## src/rtl/mul_hilo_ctrl.sv

```systemverilog
// HI/LO register controller for an external combinational signed 32x32 multiplier array.
// Holds operands stable while the array settles, then captures the 64-bit product into HI/LO.
module mul_hilo_ctrl #(
    parameter int unsigned MUL_WAIT = 2
) (
    input  logic        clk,
    input  logic        clr,
    input  logic        start,
    input  logic [31:0] a,
    input  logic [31:0] b,
    output logic [31:0] mul_x,
    output logic [31:0] mul_y,
    input  logic [63:0] mul_p,
    input  logic [31:0] bus_in,
    input  logic        hi_in,
    input  logic        lo_in,
    output logic [31:0] hi_out,
    output logic [31:0] lo_out,
    output logic        busy,
    output logic        done
);

    typedef enum logic [1:0] {
        ST_IDLE    = 2'd0,
        ST_WAIT    = 2'd1,
        ST_CAPTURE = 2'd2
    } state_t;

    localparam logic [3:0] WAIT_INIT = 4'(MUL_WAIT - 1);

    state_t      state_r, state_s;
    logic [3:0]  cnt_r, cnt_s;
    logic [31:0] mul_x_r, mul_y_r, hi_r, lo_r;
    logic        busy_r, done_r;
    logic        accept_s, capture_s;

    // Next-state and counter logic for the settle/capture sequence
    always_comb begin
        state_s   = state_r;
        cnt_s     = cnt_r;
        accept_s  = 1'b0;
        capture_s = 1'b0;
        case (state_r)
            ST_IDLE: begin
                if (start) begin
                    accept_s = 1'b1;
                    cnt_s    = WAIT_INIT;
                    state_s  = ST_WAIT;
                end else begin
                    state_s  = ST_IDLE;
                end
            end
            ST_WAIT: begin
                if (cnt_r == 4'd0) begin
                    state_s = ST_CAPTURE;
                end else begin
                    cnt_s   = cnt_r - 4'd1;
                end
            end
            ST_CAPTURE: begin
                capture_s = 1'b1;
                state_s   = ST_IDLE;
            end
            default: begin
                state_s = ST_IDLE;
                cnt_s   = 4'd0;
            end
        endcase
    end

    // FSM state, counter and registered status flags
    always_ff @(posedge clk or posedge clr) begin
        if (clr) begin
            state_r <= ST_IDLE;
            cnt_r   <= 4'd0;
            busy_r  <= 1'b0;
            done_r  <= 1'b0;
        end else begin
            state_r <= state_s;
            cnt_r   <= cnt_s;
            busy_r  <= (state_s != ST_IDLE);
            done_r  <= capture_s;
        end
    end

    // Operand registers: only an accepted start may change what the array sees
    always_ff @(posedge clk or posedge clr) begin
        if (clr) begin
            mul_x_r <= 32'd0;
            mul_y_r <= 32'd0;
        end else if (accept_s) begin
            mul_x_r <= a;
            mul_y_r <= b;
        end else begin
            mul_x_r <= mul_x_r;
            mul_y_r <= mul_y_r;
        end
    end

    // HI/LO update: a product capture takes priority over any bus write
    always_ff @(posedge clk or posedge clr) begin
        if (clr) begin
            hi_r <= 32'd0;
            lo_r <= 32'd0;
        end else if (capture_s) begin
            hi_r <= mul_p[63:32];
            lo_r <= mul_p[31:0];
        end else begin
            hi_r <= hi_in ? bus_in : hi_r;
            lo_r <= lo_in ? bus_in : lo_r;
        end
    end

    assign mul_x  = mul_x_r;
    assign mul_y  = mul_y_r;
    assign hi_out = hi_r;
    assign lo_out = lo_r;
    assign busy   = busy_r;
    assign done   = done_r;

endmodule

```

## config.mk

```make
export PLATFORM = sky130hd
export DESIGN_NAME = mul_hilo_ctrl
export DESIGN_NICKNAME = d
export VERILOG_FILES = /design/src/rtl/mul_hilo_ctrl.sv
export SDC_FILE = /design/constraint.sdc
export NUM_CORES = 1
export LEC_CHECK = 0
export ABC_AREA = 1
export CORE_ASPECT_RATIO = 1.1
export CORE_UTILIZATION = 40
export DETAILED_ROUTE_END_ITERATION = 10
export PLACE_DENSITY = 0.84
export REMOVE_ABC_BUFFERS = 1
export SYNTH_ARGS = -nofsm -noshare
export SYNTH_HDL_FRONTEND = slang
export SYNTH_SLANG_ARGS = --single-unit
```

## constraint.sdc

```tcl
create_clock -name clk -period 8.8 [get_ports clk]
set_clock_uncertainty 0.1 [all_clocks]
set_input_delay 0.88 -clock clk [delete_from_list [all_inputs] [get_ports clk]]
set_output_delay 0.88 -clock clk [all_outputs]
set_load 0.02 [all_outputs]
```

# == Word level (Yosys, flattened, before mapping) ==
# Cells that the tools add are included.
# classes
addsub,1
eq_ne,4
muxes,13
bitwise_logic,1
n_reduce_logical,6
# ops
op,n
2-to-1 mux 32 bit,4
case mux 4 bit (3 select lines),1
2-to-1 mux 4 bit,2
nonzero test 2 bit,3
zero test 4 bit,1
2-to-1 mux 1 bit,4
"!= test 2 bit, second input constant",2
case mux 2 bit (2 select lines),1
"subtractor 4 x 1 -> 4 bit, second input constant",1
AND reduction 3 bit,1
"equality test 2 x 1 -> 1 bit, second input constant",1
"equality test 2 bit, second input constant",1
zero test 2 bit,1
2-to-1 mux 2 bit,1
inverter 1 bit,1
# totals
reg_bits,136
inputBits,165
out_inout_bits,130
elab_cells,33

# == Depth between registers and ports, before layout ==
# logic_depth
ltp_word,4
ltp_mapped,6
ltp_nobuf,6

# == Worst setup path before layout ==
# OpenSTA, ideal clock, no wires.
# synth_timing
kind,in2reg
start,input port hi_in
end,"register hi_r[0], in the netlist hi_out[0]"
setup_time_ns,0.069
t_arrival_ns,1.538
path_slack_ns,7.093
stages,5
cell_sequence,clkbuf_1 -> nor2_1 -> buf_2 -> nand2_1 -> nand3_1
# synth_between
elab_chain_cells,1
# synth_rtl
item,line_no,rtl
start: declaration,15,"input logic hi_in,"
nonzero test 2 bit (no line),-,
end signal: assignment,106,hi_r <= mul_p[63:32];
end signal: assignment,109,hi_r <= hi_in ? bus_in : hi_r;
end: declaration,33,"logic [31:0] mul_x_r, mul_y_r, hi_r, lo_r;"
# Every way passes these cells.
# A chain may end at the register's enable or synchronous reset.

# == Final worst setup path ==
# layout_timing
start,register state_r[1]
end,"register hi_r[18], in the netlist hi_out[18]"
# layout_between
elab_chain_cells,3
word_cells_on_any_way,4
classes_between,eq/ne: 1; mux: 2; reduce/logical: 1
# layout_rtl
item,line_no,rtl
start: declaration,31,"state_t state_r, state_s;"
start signal: assignment,79,state_r <= state_s;
equality test 2 bit *,43,case (state_r)
2-to-1 mux 1 bit *,43,
2-to-1 mux 32 bit or nonzero test 2 bit (tied branches),-,
# Every way passes the cells marked *; elsewhere a longest branch is shown, timed or not.

==> impl_metrics.tcl <==
set metrics [dict create \
    outcome "finished, final reports clean" \
    antenna_left 0 \
    setup.reg_to_reg.worst_slack_ns 6.31 \
    avgViaCountPerCell 4.61 \
    fill_cells 1129 \
    edff_count_synth 0 \
    grt_start_max_net_pins 130 \
    num_antenna_cells 0 \
    crit_path_start_kind "register" \
    ys_types 12 \
    finalCriticalPeriod_ns 2.49 \
    cts_tree "done" \
    floorplan.io_pins 295 \
    numCtsBuffers 17 \
    synth_flop_cell "sky130_fd_sc_hd__dfrtp_1" \
    hold_path_startpoint "state_r[1]$_DFF_PP0_" \
    endpoint_kind "register" \
    clk_path_buf_depth 2 \
    worstPathRequired_ns 8.99 \
    cp_max_fo 60 \
    dieArea_um2 15100 \
    drt_pre_antenna_iters 5 \
    numPortBuffers 294 \
    via_count_of_the_first_global_routing_pass 5372 \
    max_slew.worst_pin.slew_ns 1.02 \
    layout_setup_ws_ns 6.31 \
    timing.reg2reg.worst_path_depth 6 \
    regToRegEndpoint "hi_out[18]$_DFFE_PP0P_" \
    finalHoldViolCount 0 \
    post_synth_top_area_share 0.582 \
    post_dr_wirelength_cell_um 14.3 \
    drt_iter0_drc 408 \
    root_buffer "sky130_fd_sc_hd__clkbuf_16" \
    routed_wl_um 17300 \
    nets 1176 \
    static-leakage-power_nw 4.60 \
    max-vdd-ir-drop_v 0.000211 \
    cts_hold_buf 0 \
    routabilityCongestion 0.831 \
    post_synth_instance_area_um2 5850 \
    rows 46 \
    critPathArrivalTime_ns 2.68 \
    worst_hold_slack_ns 0.363 \
    synth_common_cells "268 x sky130_fd_sc_hd__nand2_1, 136 x sky130_fd_sc_hd__dfrtp_1, 104 x sky130_fd_sc_hd__inv_1, 69 x sky130_fd_sc_hd__o21ai_0, 68 x sky130_fd_sc_hd__nand3_1" \
    synthesis.area_per_instance_um2 8.05 \
    vias 5598 \
    period_share 0.283 \
    final-max-slew-violation-count 0 \
    fp.coreArea_um2 14300 \
    floorplan.die.width_um 117 \
    upper_clock_frequency_limit_ghz 0.401 \
    timing.max_cap.violations 0 \
    slew_headroom 0.319 \
    clk_transition_reported_paths_ns 0.06 \
    start_util 0.408 \
    cts.repair.resized 0 \
    timing_worst_setup_path_type "reg -> reg" \
    grt_first_pass_wirelength_um 27000 \
    cts_max_level 4 \
    fin_cells 1214 \
    post-cts-setup-buffer-count 0 \
    area.growth.synth_to_final_pct 63.3 \
    fp.dieH_um 129 \
    rsz0062_at_grt "false" \
    grt_use_total 0.232 \
    synth.area.top_cells "sky130_fd_sc_hd__dfrtp_1 58%, sky130_fd_sc_hd__nand2_1 17%, sky130_fd_sc_hd__inv_1 6.7%" \
    total_negative_slack_for_setup_checks_ns 0 \
    drive_gt1_frac 0.0421 \
    placed_cells_incl_taps 1182 \
    min_to "busy$_DFF_PP0_" \
    synth_sequential_area_ratio 0.582 \
    hp-class "reg -> reg" \
    synth.ff_latch_count 136 \
    drcViolationCount 0 \
    grt.overflow.total 0 \
    asyncSetResetFlopFracSynth 1.00 \
    syn_inst 727 \
    worst_hold_path_cells 1 \
    yosys.cell_count.top_type "sky130_fd_sc_hd__nand2_1" \
    worstSkewPairLatency_ns 0.41 \
    preCtsSetupSlack_ns 5.90 \
    post-dp-hpwl_um 12300 \
    final_util 0.667 \
    final-setup-viol-count 0 \
    most_area_hungry_cell_type_in_the_yosys_netlist "sky130_fd_sc_hd__dfrtp_1" \
    power.density_nw_per_um2 332 \
    crit-reg2reg-launch "state_r[1]$_DFF_PP0_" \
    ys_warn_count 0 \
    clock-sinks 136 \
    number_of_antenna_violations_at_the_first_check_in_global_routing 1 \
]
critical path, cell delays in order (launching register included):
cell,delay (ns)
sky130_fd_sc_hd__dfrtp_1,0.37
sky130_fd_sc_hd__inv_1,0.12
sky130_fd_sc_hd__nor2_4,0.70
sky130_fd_sc_hd__buf_4,0.63
sky130_fd_sc_hd__nor2_1,0.19
sky130_fd_sc_hd__nand2_1,0.14
sky130_fd_sc_hd__nand3_1,0.07
state kept, by name (all words and copies together), names as in the netlist:
name / count
busy: 1
cnt_r: 4
done: 1
hi_out: 32
lo_out: 32
mul_x: 32
mul_y: 32
state_r: 2
worst max path at each step:
stage                             end  slack, ns                 start
6_report       hi_out[18]$_DFFE_PP0P_       6.31  state_r[1]$_DFF_PP0_
5_1_grt        hi_out[18]$_DFFE_PP0P_       6.09  state_r[1]$_DFF_PP0_
4_1_cts        hi_out[18]$_DFFE_PP0P_       6.26  state_r[1]$_DFF_PP0_
3_5_place_dp    mul_y[11]$_DFFE_PP0N_       5.90                   clr
3_3_place_gp    mul_y[11]$_DFFE_PP0N_       5.93                   clr
2_1_floorplan          busy$_DFF_PP0_       4.18                   clr
cell families (layout without fill, tap and decap cells):
family	Yosys count	in the layout	synth area share
compound gates	69	69	0.0590
simple gates	377	377	0.258
fa+ha+maj	2	2	0.00428
xor+xnor	1	1	0.00150
buf+inv	142	437	0.0960
flops	136	136	0.582
per-layer routing:
layer | track usage | up-vias | share of wire | wire length, um
met5 | 0 | - | 0.00081 | 14
met4 | 0.0718 | 2 | 0.013 | 231
met1 | 0.269 | 2549 | 0.39 | 6780
met3 | 0.0909 | 24 | 0.10 | 1730
li1 | - | 2769 | - | -
met2 | 0.397 | 254 | 0.49 | 8550
area by class of cell:
type / instances / area (um^2) / area share
sequential: 136 / 3400 / 0.356
timing repair buffer: 301 / 3000 / 0.314
multi-input combinational: 449 / 1900 / 0.199
inverter: 104 / 395 / 0.0414
clock inverter: 11 / 145 / 0.0152
tap: 192 / 240 / 0.0251
clock buffer: 21 / 470 / 0.0492
through the flow:
| step | cell area [um^2] | power, W |
|---|---|---|
| 2_1_floorplan | 5680 | 0.00172 |
| 3_3_place_gp | 8940 | 0.00241 |
| 3_5_place_dp | 8940 | 0.00244 |
| 4_1_cts | 9550 | 0.00320 |
| 5_1_grt | 9550 | 0.00336 |
| 6_report | 9550 | 0.00317 |
power breakdown:
group	internal [W]	switching [W]	total, W
clock	0.000468	0.000270	0.000738
combinational	0.000630	0.000760	0.00139
sequential	0.000889	0.000153	0.00104
total	0.00199	0.00118	0.00317
cells in the final DEF (no fill, tap or decap), drive strengths merged:
| master | n |
|---|---|
| clkbuf | 21 |
| clkdlybuf4s50 | 294 |
| buf | 7 |
| inv | 105 |
| dfrtp | 136 |
| o21ai | 69 |
| xor2 | 1 |
| nand2 | 268 |
| nand3 | 68 |
| bufinv | 3 |
| ha | 2 |
| nor2 | 41 |
| clkinv | 4 |
| clkinvlp | 3 |
Power figures use the tool's default switching activity.
==> RTL edit, RTL diff (same settings) <==
Add an input register stage for `bus_in`; this delays it by one clock. The other inputs are not delayed to match.
--- a/src/rtl/mul_hilo_ctrl.sv
+++ b/src/rtl/mul_hilo_ctrl.sv
@@ -29,2 +29,8 @@
     localparam logic [3:0] WAIT_INIT = 4'(MUL_WAIT - 1);
+
+    logic [31:0] bus_q;
+
+    always_ff @(posedge clk) begin
+        bus_q <= bus_in;
+    end
 
@@ -108,4 +114,4 @@
         end else begin
-            hi_r <= hi_in ? bus_in : hi_r;
-            lo_r <= lo_in ? bus_in : lo_r;
+            hi_r <= hi_in ? bus_q : hi_r;
+            lo_r <= lo_in ? bus_q : lo_r;
         end
Behaviour: not the same (Yosys sat finds a counterexample within 4 cycles, from zero or initial values).
==> RTL edit against the unedited design <==
- synthesized area rose by 11%
- sequential share of layout area rose by 4.0 points
- count of clock-buffer cells in the layout fell by 1
- worst setup slack got worse by 82 ps
- wire length rose by 6.7%
- critical endpoint is now hi_out[2]
- power rose by 3.1%
- sequential cell count rose by 32
- design area rose by 6.8%
- non-clock buffer count did not move
==> RTL edit: results (changes against the unedited design) <==
| Metric | Value |
|---|---|
| Crit-path max cell delay | `790 ps (+90 ps)` |
| Clock Pin Slew Worst Setup and Hold Paths | `approximately 70 ps` |
| CP max-delay cell | `nor2_2` |
| Initial drt markers | `370 (-9.3%)` |
| Synth top cells by count | `nand2_1, dfrtp_1, inv_1` |
| Worst-skew pair later-pin latency | `420 ps` |
| Internal power | `2070 uW (+4.3%)` |
| Largest net degree at the start of global routing | `129 (-0.77%)` |
| Tightest Pin Transition | `1060 ps (+42.4 ps)` |
| Post-CTS sizing | `0 (unchanged)` |
| Warning count from the yosys run | `0 (unchanged)` |
| Average wire per cell in the routed design | `14.8 um (+3.5%)` |
| Hold WC Path Type | `reg2reg` |
| Top post-synthesis cells by area | `dfrtp_1, nand2_1, dfxtp_1` |
| First-pass GRT wire length | `28.2 mm (+4.4%)` |
| Sequential fraction of the synthesis area | `62.2% (+4.1 points)` |
| Global-route usage over all layers | `22.3% (-0.90 points)` |
| Post-synth cell types | `18 (+6)` |
| Vias in the first global route | `5724 (+6.6%)` |
| Area of placed instances | `9590 sq um (+7.3%)` |
| Leak pwr | `0.00488 uW (+6.1%)` |
| ANT cells | `0 (unchanged)` |
| Clk Tree Root Cell | `clkbuf_16` |
| Status | `finished, final reports clean` |
| Async SR Flop Fraction | `81.0% (-19 points)` |
| Mean Syn Cell Area | `8.59 sq um (+6.7%)` |
| Post-DP HPWL | `12.9 mm (+4.9%)` |
| DR vias/cell | `4.65 (+0.83%)` |
| Layout cell share with drive strength beyond 1 | `4.37% (+0.17 points)` |
| Peak supply drop | `0.166 mV (-21%)` |
| Clock buffer depth | `2 (unchanged)` |
| Maximum net fanout on the critical path | `99 (+65%)` |
| Antenna violations before repair | `0 (-1)` |
| Nets@finish | `1206 (+2.6%)` |
| Gp weighted congestion | `0.792 (-4.7%)` |
| Setup WS pre-CTS | `5850 ps (-51.4 ps)` |
| Worst endpoint data arrival time | `2820 ps (+140 ps)` |
| Non-Filler Instances | `1252 (+3.1%)` |
| Drt pass-1 iters | `4 (-1)` |
-- RTL edit: changes by cell type after synthesis, moves of 3 or more --
cell	before	now
o21ai_0	69	60
buf_2	20	28
nor2_1	40	37
clkbuf_1	17	4
o21ai_1	0	9
buf_1	0	5
dfxtp_1	0	32
-- RTL edit: cells by family after synthesis --
family / share of synthesized area (%)
AO/OA/AOI/OAI: 5.45
flip-flops: 62.2
AND/OR/NAND/NOR: 23.1
XOR/XNOR: 0.135
buffers and inverters: 8.76
adder cells (fa/ha/maj): 0.385
-- RTL edit: cell type report --
cell class	instances	area (sq um)
clock buffers	20	489
clock inverters	12	126
fillers	1261	5590
inverters	104	395
multi-input cells	447	1900
flip-flops and latches	168	4040
well taps	200	250
repair buffers	301	3000
-- RTL edit: worst paths after layout --
path                            start         end  slack, ps  cells past startpoint
max                        state_r[1]   hi_out[2]       6230                      7
min                         hi_out[4]   hi_out[4]        380                      2
max reg2reg                state_r[1]   hi_out[2]       6230                      7
min reg2reg                 hi_out[4]   hi_out[4]        380                      2
max in group asynchronous         clr  hi_out[15]       6400                      3
min in group asynchronous         clr   mul_y[10]        810                      2
-- RTL edit: power groups by stage --
stage,Clock (uW),Combinational (uW),Sequential (uW)
detailed placement,0,1340,1180
finish,769,1330,1170
global placement,0,1310,1170
floorplan,0,360,1460
global route,816,1440,1210
CTS,786,1340,1170
-- RTL edit: critical path, delay by kind of cell, from the launching register on --
family	cells	cell delay, ps
AND/OR/NAND/NOR	4	1010
flip-flops	1	390
buffers and inverters	3	870
-- RTL edit: layer usage --
| layer | track usage (%) | routed length, um |
|---|---|---|
| met1 | 25.1 | 7280 |
| met3 | 9.26 | 1910 |
| met4 | 8.10 | 398 |
| met2 | 37.5 | 8880 |
| met5 | 0 | 0 |
